**src/rtl/im_burst_fetch_master_pkg.sv**
```systemverilog
// Shared types, AXI constants and the size helper for the burst fetch master.
package ifetch_pkg;

    typedef enum logic [1:0] {
        ST_IDLE  = 2'd0,
        ST_AR    = 2'd1,
        ST_RD    = 2'd2,
        ST_DRAIN = 2'd3
    } fetch_state_e;

    localparam logic [1:0] AXI_RESP_OKAY  = 2'b00;
    localparam logic [1:0] AXI_BURST_INCR = 2'b01;

    // Ceiling log2, usable in constant expressions.
    function automatic int unsigned log2_f(input int unsigned val);
        int unsigned res;
        res = 32'd0;
        for (int i = 0; i < 32; i++) begin
            if ((32'd1 << i) < val) begin
                res = unsigned'(i) + 32'd1;
            end
        end
        return res;
    endfunction

endpackage

```
**src/rtl/im_burst_fetch_master_if.sv**
```systemverilog
// AXI4 read-address and read-data channels of master port M0.
interface im_burst_fetch_master_if #(
    parameter int ADDR_W = 32,
    parameter int DATA_W = 32,
    parameter int ID_W   = 4
) ();

    logic [ID_W-1:0]   ARID_M0;
    logic [ADDR_W-1:0] ARADDR_M0;
    logic [3:0]        ARLEN_M0;
    logic [2:0]        ARSIZE_M0;
    logic [1:0]        ARBURST_M0;
    logic              ARVALID_M0;
    logic              ARREADY_M0;

    logic [ID_W-1:0]   RID_M0;
    logic [DATA_W-1:0] RDATA_M0;
    logic [1:0]        RRESP_M0;
    logic              RLAST_M0;
    logic              RVALID_M0;
    logic              RREADY_M0;

    modport master (
        output ARID_M0, ARADDR_M0, ARLEN_M0, ARSIZE_M0, ARBURST_M0, ARVALID_M0,
        input  ARREADY_M0,
        input  RID_M0, RDATA_M0, RRESP_M0, RLAST_M0, RVALID_M0,
        output RREADY_M0
    );

    modport slave (
        input  ARID_M0, ARADDR_M0, ARLEN_M0, ARSIZE_M0, ARBURST_M0, ARVALID_M0,
        output ARREADY_M0,
        output RID_M0, RDATA_M0, RRESP_M0, RLAST_M0, RVALID_M0,
        input  RREADY_M0
    );

endinterface

```
**src/rtl/im_burst_fetch_master_fifo.sv**
```systemverilog
// Synchronous FIFO holding {address, data} fetch words; clear wins over push.
module ifetch_fifo
    import ifetch_pkg::*;
#(
    parameter int WIDTH = 64,
    parameter int DEPTH = 8,
    localparam int PTR_W = (DEPTH > 1) ? int'(log2_f(DEPTH)) : 1,
    localparam int CNT_W = int'(log2_f(DEPTH)) + 1
) (
    input  logic             clk,
    input  logic             rst,
    input  logic             clr_i,
    input  logic             push_i,
    input  logic [WIDTH-1:0] wdata_i,
    input  logic             pop_i,
    output logic [WIDTH-1:0] rdata_o,
    output logic [CNT_W-1:0] count_o
);

    logic [WIDTH-1:0] mem_q [DEPTH];
    logic [PTR_W-1:0] wr_ptr_q;
    logic [PTR_W-1:0] rd_ptr_q;
    logic [CNT_W-1:0] count_q;
    logic [CNT_W-1:0] count_d;
    logic             push_ok_s;
    logic             pop_ok_s;

    assign push_ok_s = push_i && (count_q != CNT_W'(DEPTH));
    assign pop_ok_s  = pop_i && (count_q != CNT_W'(0));

    // Next occupancy from clear, push and pop.
    always_comb begin
        count_d = count_q;
        if (clr_i) begin
            count_d = CNT_W'(0);
        end else if (push_ok_s && !pop_ok_s) begin
            count_d = count_q + CNT_W'(1);
        end else if (!push_ok_s && pop_ok_s) begin
            count_d = count_q - CNT_W'(1);
        end else begin
            count_d = count_q;
        end
    end

    // Storage and pointer update.
    always_ff @(posedge clk) begin
        if (rst) begin
            for (int i = 0; i < DEPTH; i++) begin
                mem_q[i] <= '0;
            end
            wr_ptr_q <= PTR_W'(0);
            rd_ptr_q <= PTR_W'(0);
            count_q  <= CNT_W'(0);
        end else begin
            count_q <= count_d;
            if (clr_i) begin
                wr_ptr_q <= PTR_W'(0);
                rd_ptr_q <= PTR_W'(0);
            end else begin
                if (push_ok_s) begin
                    mem_q[wr_ptr_q] <= wdata_i;
                    wr_ptr_q        <= wr_ptr_q + PTR_W'(1);
                end
                if (pop_ok_s) begin
                    rd_ptr_q <= rd_ptr_q + PTR_W'(1);
                end
            end
        end
    end

    assign rdata_o = mem_q[rd_ptr_q];
    assign count_o = count_q;

endmodule

```
**src/rtl/im_burst_fetch_master.sv**
```systemverilog
// Instruction-fetch AXI4 burst read master with word FIFO, flush and bus yield.
// Optional macro IFETCH_RRESP_CHK_EN: error responses set sticky fetch_err and drain the burst.
module im_burst_fetch_master
    import ifetch_pkg::*;
#(
    parameter int ADDR_W    = 32,
    parameter int DATA_W    = 32,
    parameter int ID_W      = 4,
    parameter int BURST_LEN = 4,
    parameter int BUF_DEPTH = 8
) (
    input  logic                   clk,
    input  logic                   rst,
    input  logic                   req_valid,
    input  logic [ADDR_W-1:0]      req_addr,
    output logic                   req_ready,
    input  logic                   dm_busy,
    input  logic                   flush,
    output logic                   inst_valid,
    input  logic                   inst_ready,
    output logic [DATA_W-1:0]      inst_data,
    output logic [ADDR_W-1:0]      inst_addr,
    output logic                   fetch_err,
    im_burst_fetch_master_if.master axi
);

    localparam int BUS_BYTES_C  = DATA_W / 8;
    localparam int SIZE_C       = int'(log2_f(BUS_BYTES_C));
    localparam int LINE_BYTES_C = BURST_LEN * BUS_BYTES_C;
    localparam int CNT_W        = int'(log2_f(BUF_DEPTH)) + 1;
    localparam int ENTRY_W      = ADDR_W + DATA_W;
    localparam logic [ADDR_W-1:0] LINE_MASK_C = ~(ADDR_W'(LINE_BYTES_C) - ADDR_W'(1));

    fetch_state_e       state_q;
    logic               arvalid_q;
    logic               rready_q;
    logic               flush_seen_q;
    logic               err_q;
    logic [ADDR_W-1:0]  araddr_q;
    logic [3:0]         beat_q;

    logic               req_fire_s;
    logic               ar_fire_s;
    logic               r_fire_s;
    logic               bad_resp_s;
    logic               push_s;
    logic               pop_s;
    logic               space_ok_s;
    logic [ADDR_W-1:0]  beat_addr_s;
    logic [ENTRY_W-1:0] head_s;
    logic [CNT_W-1:0]   count_s;
    logic               unused_s;

`ifdef IFETCH_RRESP_CHK_EN
    assign bad_resp_s = (axi.RRESP_M0 != AXI_RESP_OKAY);
`else
    assign bad_resp_s = 1'b0;
`endif

    // Space for a whole burst is reserved at acceptance so R never stalls.
    assign space_ok_s  = (CNT_W'(BUF_DEPTH) - count_s) >= CNT_W'(BURST_LEN);
    assign req_ready   = (state_q == ST_IDLE) && !flush && !dm_busy && space_ok_s && !err_q;
    assign req_fire_s  = req_valid && req_ready;
    assign ar_fire_s   = arvalid_q && axi.ARREADY_M0;
    assign r_fire_s    = rready_q && axi.RVALID_M0;
    assign beat_addr_s = araddr_q + (ADDR_W'(beat_q) << SIZE_C);
    assign push_s      = (state_q == ST_RD) && r_fire_s && !flush && !bad_resp_s;
    assign pop_s       = inst_valid && inst_ready;
    assign unused_s    = ^{axi.RID_M0, axi.RRESP_M0};

    // Burst sequencing FSM with registered AXI control outputs.
    always_ff @(posedge clk) begin
        if (rst) begin
            state_q      <= ST_IDLE;
            arvalid_q    <= 1'b0;
            rready_q     <= 1'b0;
            flush_seen_q <= 1'b0;
            err_q        <= 1'b0;
            araddr_q     <= '0;
            beat_q       <= 4'd0;
        end else begin
            case (state_q)
                ST_IDLE: begin
                    if (req_fire_s) begin
                        araddr_q     <= req_addr & LINE_MASK_C;
                        beat_q       <= 4'd0;
                        flush_seen_q <= 1'b0;
                        arvalid_q    <= 1'b1;
                        state_q      <= ST_AR;
                    end
                end
                ST_AR: begin
                    if (ar_fire_s) begin
                        arvalid_q    <= 1'b0;
                        rready_q     <= 1'b1;
                        flush_seen_q <= 1'b0;
                        state_q      <= (flush_seen_q || flush) ? ST_DRAIN : ST_RD;
                    end else if (flush) begin
                        flush_seen_q <= 1'b1;
                    end
                end
                ST_RD: begin
                    if (r_fire_s) begin
                        beat_q <= beat_q + 4'd1;
                        if (axi.RLAST_M0) begin
                            rready_q <= 1'b0;
                            state_q  <= ST_IDLE;
                        end else if (flush || bad_resp_s) begin
                            state_q <= ST_DRAIN;
                        end
                    end else if (flush) begin
                        state_q <= ST_DRAIN;
                    end
                end
                ST_DRAIN: begin
                    if (r_fire_s && axi.RLAST_M0) begin
                        rready_q <= 1'b0;
                        state_q  <= ST_IDLE;
                    end
                end
                default: begin
                    arvalid_q <= 1'b0;
                    rready_q  <= 1'b0;
                    state_q   <= ST_IDLE;
                end
            endcase

            // Error is sticky until flush; beats on a flush cycle are discarded, so they cannot set it.
            if (flush) begin
                err_q <= 1'b0;
            end else if ((state_q == ST_RD) && r_fire_s && bad_resp_s) begin
                err_q <= 1'b1;
            end
        end
    end

    ifetch_fifo #(
        .WIDTH (ENTRY_W),
        .DEPTH (BUF_DEPTH)
    ) u_fifo (
        .clk     (clk),
        .rst     (rst),
        .clr_i   (flush),
        .push_i  (push_s),
        .wdata_i ({beat_addr_s, axi.RDATA_M0}),
        .pop_i   (pop_s),
        .rdata_o (head_s),
        .count_o (count_s)
    );

    assign inst_valid = (count_s != CNT_W'(0));
    assign inst_addr  = head_s[ENTRY_W-1:DATA_W];
    assign inst_data  = head_s[DATA_W-1:0];
    assign fetch_err  = err_q;

    assign axi.ARID_M0    = {ID_W{1'b0}};
    assign axi.ARADDR_M0  = araddr_q;
    assign axi.ARLEN_M0   = 4'(BURST_LEN - 1);
    assign axi.ARSIZE_M0  = 3'(SIZE_C);
    assign axi.ARBURST_M0 = AXI_BURST_INCR;
    assign axi.ARVALID_M0 = arvalid_q;
    assign axi.RREADY_M0  = rready_q;

endmodule

```
**src/flat_wrapper.sv**
```systemverilog
// flat-port wrapper written by rule: the top's interface ports become plain ports
module im_burst_fetch_master_flat import ifetch_pkg::*;
#(
    parameter int ADDR_W    = 32,
    parameter int DATA_W    = 32,
    parameter int ID_W      = 4,
    parameter int BURST_LEN = 4,
    parameter int BUF_DEPTH = 8
)
  (clk, rst, req_valid, req_addr, req_ready, dm_busy, flush, inst_valid, inst_ready, inst_data, inst_addr, fetch_err, axi_ARID_M0, axi_ARADDR_M0, axi_ARLEN_M0, axi_ARSIZE_M0, axi_ARBURST_M0, axi_ARVALID_M0, axi_ARREADY_M0, axi_RID_M0, axi_RDATA_M0, axi_RRESP_M0, axi_RLAST_M0, axi_RVALID_M0, axi_RREADY_M0);
  im_burst_fetch_master_if #(.ADDR_W(ADDR_W), .DATA_W(DATA_W), .ID_W(ID_W)) axi_i ();
  input  logic clk;
  input  logic rst;
  input  logic req_valid;
  input  logic [ADDR_W-1:0] req_addr;
  output logic req_ready;
  input  logic dm_busy;
  input  logic flush;
  output logic inst_valid;
  input  logic inst_ready;
  output logic [DATA_W-1:0] inst_data;
  output logic [ADDR_W-1:0] inst_addr;
  output logic fetch_err;
  output wire logic [$bits(axi_i.ARID_M0)-1:0] axi_ARID_M0;
  output wire logic [$bits(axi_i.ARADDR_M0)-1:0] axi_ARADDR_M0;
  output wire logic [$bits(axi_i.ARLEN_M0)-1:0] axi_ARLEN_M0;
  output wire logic [$bits(axi_i.ARSIZE_M0)-1:0] axi_ARSIZE_M0;
  output wire logic [$bits(axi_i.ARBURST_M0)-1:0] axi_ARBURST_M0;
  output wire logic [$bits(axi_i.ARVALID_M0)-1:0] axi_ARVALID_M0;
  input wire logic [$bits(axi_i.ARREADY_M0)-1:0] axi_ARREADY_M0;
  input wire logic [$bits(axi_i.RID_M0)-1:0] axi_RID_M0;
  input wire logic [$bits(axi_i.RDATA_M0)-1:0] axi_RDATA_M0;
  input wire logic [$bits(axi_i.RRESP_M0)-1:0] axi_RRESP_M0;
  input wire logic [$bits(axi_i.RLAST_M0)-1:0] axi_RLAST_M0;
  input wire logic [$bits(axi_i.RVALID_M0)-1:0] axi_RVALID_M0;
  output wire logic [$bits(axi_i.RREADY_M0)-1:0] axi_RREADY_M0;
  assign axi_ARID_M0 = axi_i.ARID_M0;
  assign axi_ARADDR_M0 = axi_i.ARADDR_M0;
  assign axi_ARLEN_M0 = axi_i.ARLEN_M0;
  assign axi_ARSIZE_M0 = axi_i.ARSIZE_M0;
  assign axi_ARBURST_M0 = axi_i.ARBURST_M0;
  assign axi_ARVALID_M0 = axi_i.ARVALID_M0;
  assign axi_i.ARREADY_M0 = axi_ARREADY_M0;
  assign axi_i.RID_M0 = axi_RID_M0;
  assign axi_i.RDATA_M0 = axi_RDATA_M0;
  assign axi_i.RRESP_M0 = axi_RRESP_M0;
  assign axi_i.RLAST_M0 = axi_RLAST_M0;
  assign axi_i.RVALID_M0 = axi_RVALID_M0;
  assign axi_RREADY_M0 = axi_i.RREADY_M0;
  im_burst_fetch_master #(.ADDR_W(ADDR_W), .DATA_W(DATA_W), .ID_W(ID_W), .BURST_LEN(BURST_LEN), .BUF_DEPTH(BUF_DEPTH)) u_core (.clk(clk), .rst(rst), .req_valid(req_valid), .req_addr(req_addr), .req_ready(req_ready), .dm_busy(dm_busy), .flush(flush), .inst_valid(inst_valid), .inst_ready(inst_ready), .inst_data(inst_data), .inst_addr(inst_addr), .fetch_err(fetch_err), .axi(axi_i));
endmodule
```
**config.mk**
```make
export PLATFORM = sky130hd
export DESIGN_NAME = im_burst_fetch_master_flat
export DESIGN_NICKNAME = d
export VERILOG_FILES = /design/src/rtl/im_burst_fetch_master_pkg.sv /design/src/rtl/im_burst_fetch_master_if.sv /design/src/rtl/im_burst_fetch_master_fifo.sv /design/src/rtl/im_burst_fetch_master.sv /design/src/flat_wrapper.sv
export SDC_FILE = /design/constraint.sdc
export NUM_CORES = 1
export LEC_CHECK = 0
export ABC_AREA = 0
export BUFFER_PORTS_ARGS = -buffer_cell sky130_fd_sc_hd__buf_2
export CAP_MARGIN = 10
export CELL_PAD_IN_SITES_DETAIL_PLACEMENT = 0
export CELL_PAD_IN_SITES_GLOBAL_PLACEMENT = 2
export CORE_ASPECT_RATIO = 2
export CORE_UTILIZATION = 39
export DETAILED_ROUTE_END_ITERATION = 7
export HOLD_SLACK_MARGIN = 0.06
export PLACE_DENSITY_LB_ADDON = 0.1
export REMOVE_ABC_BUFFERS = 1
export SLEW_MARGIN = 10
export SYNTH_ARGS = -nofsm -noshare
export SYNTH_HDL_FRONTEND = slang
export SYNTH_HIERARCHICAL = 1
export SYNTH_SLANG_ARGS = --single-unit
```
**constraint.sdc**
```tcl
create_clock -name clk -period 5.15 [get_ports clk]
set_input_delay 0.515 -clock clk [delete_from_list [all_inputs] [get_ports clk]]
set_output_delay 0.515 -clock clk [all_outputs]
set_load 0.05 [all_outputs]
```
Yosys cells after proc, flatten, opt, wreduce, memory -nomap -nowiden. Memories as Yosys holds them, arrays and structs flattened. A register that Yosys moved wholly into a read port is not among the register bits. Cells that the tools add are included.

Memory bits (writable): 512. Word-level logic and storage cells: 97. Flip-flop bits (word level): 47. Memories: 1. Bits of input ports: 79.

Equality and inequality tests: 10. Magnitude comparators: 1. Mux-type cells: 36. Reduce and logical (&&, ||, !) cells: 33. Add/sub/neg operators: 7.

Memory list: u_core.u_fifo.mem_q (depth 8, width 64, rd ports 1, clocked after Yosys merged registers in 1, write ports 8, RTL line im_burst_fetch_master_fifo.sv:20) `logic [WIDTH-1:0] mem_q [DEPTH];`.

Operator list (number): 2-to-1 mux 64 bit (1); OR reduction 64 bit (1); adder 32 x 6 -> 32 bit (1); 2-to-1 mux 1 bit (17); 2-to-1 mux 4 bit (4); logical AND 1 bit (14); 2-to-1 mux 2 bit (6); AND reduction 3 bit (4); 2-to-1 mux 3 bit (3); adder 4 x 1 -> 4 bit (second input constant) (2); inequality test 2 x 1 -> 1 bit (second input constant) (4); one-hot mux 2 bit (4 select lines) (1); one-hot mux 4 bit (2 select lines) (1); adder 3 x 1 -> 3 bit (second input constant) (2); nonzero test 2 bit (3); AND reduction 5 bit (1); equality test 2 bit (second input constant) (2); greater-or-equal comparator 4 x 3 -> 1 bit (second input constant) (1); logical NOT 1 bit (4); inequality test 4 bit (second input constant) (1); one-hot mux 1 bit (2 select lines) (2); nonzero test 4 bit (1); subtractor 4 x 1 -> 4 bit (second input constant) (1); subtractor 4 bit (first input constant) (1); 9 further kinds (9).

Depth between registers and ports, before layout.
Depth after elaboration: 10. Mapped depth: 12. Gate-level depth less buffers: 11.

Cells and area by module. Netlist, hierarchy kept.

By module, submodules not included: ifetch_fifo (cells an instance 1534, seq. area each 15635.0 um^2, area each 22858.2 um^2, instances 1); im_burst_fetch_master (cells an instance 277, seq. area each 740.7 um^2, area each 2187.1 um^2, instances 1).

Worst setup path before layout. Ideal clock, no wire load.

Path kind: reg-to-reg. Start point: reg u_core.rready_q (netlist: u_core/axi.RREADY_M0). End point: mem u_core.u_fifo.mem_q[1][0] (enable). Slack: -0.258 ns. Setup time: 0.499 ns. Period minus slack after synthesis: 5.408 ns. Arrival time: 4.909 ns. Stages on the path, launching flop included: 8. Cells stage by stage: dfxtp_1 nand4b_1 nor2_1 o21ai_2 or3_1 buf_2 buf_2 o21bai_1.

RTL lines: start, declared (RTL line im_burst_fetch_master.sv:36) `logic rready_q;`; start signal, assigned (RTL line im_burst_fetch_master.sv:76) `rready_q <= 1'b0;`; start signal, assigned (RTL line im_burst_fetch_master.sv:95) `rready_q <= 1'b1;`; start signal, assigned (RTL line im_burst_fetch_master.sv:106) `rready_q <= 1'b0;`; end, declared (RTL line im_burst_fetch_master_fifo.sv:20).

==> reports/metrics.cfg <==
[sta]
worst_pin_slew_ns=1.15
finalSetupViolations=0
period_share_pct=70.3
finalCriticalPeriod_ns=3.62
hold_viol_final=0
rsz0062_at_grt=no
max_freq_ghz=0.276
skew_ns=0.0229
slew_violations=0
relSlewSlack_pct=23.4

[job]
drv_cap=0

[placement]
dp_hpwl_um=39600
portBuffers=164
place.gp.congestion=0.735
dp_cells=2696

[clocking]
clock_sinks=562
cts_buffers=51
clk_pin_slew_ns=0.07
cts_tree=done
hold_buffers=0
cts_root_buf=clkbuf_16
clock_latency_ns=0.60
cts_resized=0
post_cts_buffers=0
cts_buffer_depth=3
htreeDepth=2

[routing]
vias_per_cell=5.37
dr.pass1.iters=5
first_iter_violations=931
wirelength_um=69100
final_antenna_net_count=0
wl_per_cell_um=24.7
dr_total_vias=15000
drc=0

[critical_path]
cp.required_ns=4.64
crit_path_end_kind=primary output
crit_fanout=33
crit_arrival_ns=3.10
criticalPathCategory=reg2out
cp-start-kind=register
reg2regPathDepth=6

[logic_synthesis]
ys_top_cells_by_area=edfxtp_1, mux4_2, nor2_1, dfxtp_1, nand2_1
syn_area_sq_um=25000
synth_area_leader_cell=edfxtp_1
yosys.area_share.simple_pct=13.9
synth_edf_count=512
ys.flop_type=edfxtp_1
synth_top_family_by_area=multiplexers
syn_area_per_cell_sq_um=13.8
synth_compound_area_share_pct=1.52
muxShareOfSynthArea_pct=14.5
synth_top_area_share_pct=61.4
yosysUniqueCellTypes=53
synth_seq_area_share_pct=65.4
synth_warnings=6
syn_inst=1811
synth_xor_area_share_pct=1.12
ys_seq_elements=562
synthAdderAreaFrac_pct=0.560
ys_async_sr_fraction_pct=0

[power_and_ir_drop]
p_leak_nw=9.40
power_density_nw_per_um2=344
p_total_w=0.00982
vdd_drop_max_mv=0.225

[floorplan]
io_pins=193
start_util_pct=39.4
num_rows=131
die_w_um=181
die_h_um=360
core-area_sq_um=63600
die_area_sq_um=65300

[grt]
grt_pass1_wl_um=103000
grt_start_max_net_pins=85
track_usage_pct=21.6
antenna_found_initial=3
grt_pass1_vias=16200
grt-ovfl-total=0

[outcome]
status=completed

[worst_hold_path]
hp-class=in2reg
hold_depth=3

[cells_and_area]
n_fill_cell=5871
area_growth_pct=14.1
stdcell_count=2792
nets=2040
drive_gt1_share_pct=25.5

==> layer usage <==
metal | vias up | GRT usage [%] | wire length, um
li1 | 6770 | - | -
met3 | 71 | 2.79 | 3270
met1 | 7732 | 25.5 | 26600
met5 | - | 0 | 0
met2 | 415 | 40.7 | 38000
met4 | 0 | 5.87 | 1270
==> worst max-delay path: stages (launching register included) <==
cell and delay [ns]:
dfxtp_4 0.84, buf_4 0.50, mux4_2 0.56, mux2_2 0.34, buf_2 0.23
==> state kept, by name, indices dropped and copies added (netlist names), named ones only <==
signal,count
u_core/axi.ARADDR_M0,28
u_core/beat_q,4
u_core/state_q,2
u_core/u_fifo/count_o,4
u_core/flush_seen_q,1
u_core/u_fifo/mem_q,512
u_core/u_fifo/rd_ptr_q,3
u_core/u_fifo/wr_ptr_q,3
u_core/axi.ARVALID_M0,1
u_core/axi.RREADY_M0,1
==> power breakdown <==
part,switching (W),internal (W)
registers,0.0000570,0.00514
clock network,0.00171,0.00241
logic,0.000357,0.000141
==> final timing paths <==
check                                                                to                                  start  slack [ns]
worst max-delay path                                       inst_addr[3]                               register        1.53
worst min-delay path               u_core/axi.ARADDR_M0[4]$_SDFFE_PP0P_                            req_addr[4]        0.16
worst max register to register  u_core/u_fifo/mem_q[1][7]$_SDFFCE_PN0P_         u_core/state_q[1]$_SDFFE_PP0P_        1.75
worst min register to register    u_core/axi.ARADDR_M0[31]$_SDFFE_PP0P_  u_core/axi.ARADDR_M0[31]$_SDFFE_PP0P_        0.49
==> through the flow <==
step / utilization (%) / cell area (sq um) / hold WS (ns) / setup WS, ns / setup TNS, ns
6_report: 44.9 / 28600 / 0.163 / 1.53 / 0
5_1_grt: 44.9 / 28600 / 0.159 / 1.35 / 0
3_3_place_gp: 42.1 / 26800 / 0.490 / 1.57 / 0
3_5_place_dp: 42.1 / 26800 / 0.487 / 1.58 / 0
4_1_cts: 44.9 / 28600 / 0.129 / 1.43 / 0
2_1_floorplan: - / 24400 / 0.484 / -1.71 / -461.76
==> Yosys cell counts, types with 2 or more instances <==
master and number:
a21o_1 4, a21oi_1 39, and2_1 82, and3_1 5, and4_1 3, buf_1 2, buf_2 61, buf_4 22
buf_6 7, clkbuf_1 42, conb_1 2, dfxtp_1 50, edfxtp_1 512, fa_1 2, ha_1 8, inv_1 11
mux2_2 64, mux2i_1 3, mux4_2 128, nand2_1 193, nand2b_1 7, nand3_1 13, nand4_1 8, nor2_1 458
nor3_1 7, nor4_1 5, nor4_2 3, nor4_4 3, o21ai_0 2, o21bai_1 4, or2_2 5, or3_1 5
xnor2_1 22, xor2_1 10
==> area by class of cell <==
class | instances | area (sq um) | share of cell area [%]
Clock inverter | 30 | 423 | 1.48
Inverter | 11 | 41.3 | 0.145
Antenna cell | 2 | 5.00 | 0.0175
Timing Repair Buffer | 200 | 1230 | 4.30
Multi-Input combinational cell | 1125 | 8130 | 28.5
Sequential cell | 562 | 16400 | 57.4
Clock buffer | 64 | 1360 | 4.74
Tap cell | 798 | 998 | 3.49
==> placed cells by master (no fill, tap or decap), types with 11 or more instances in the layout <==
master,netlist,routed
a21oi_1,39,39
and2_1,82,82
buf_12,0,11
buf_2,61,164
buf_4,22,25
bufinv_16,0,11
clkbuf_16,0,51
conb_1,2,23
dfxtp_1,50,47
edfxtp_1,512,512
inv_1,11,11
mux2_2,64,64
mux4_2,128,128
nand2_1,193,193
nand3_1,13,13
nor2_1,458,456
xnor2_1,22,22
==> cell families (layout without fill, tap and decap cells) <==
family | Yosys count | in the layout
AOI/OAI and AO/OA | 61 | 61
adders and majority gates | 10 | 10
other | 2 | 25
DFF | 562 | 562
buffers and inverters | 145 | 305
xor gates and xnor gates | 32 | 32
and+or+nand+nor | 804 | 804
muxes | 195 | 195
No activity file was read; power rests on OpenSTA's default activity.
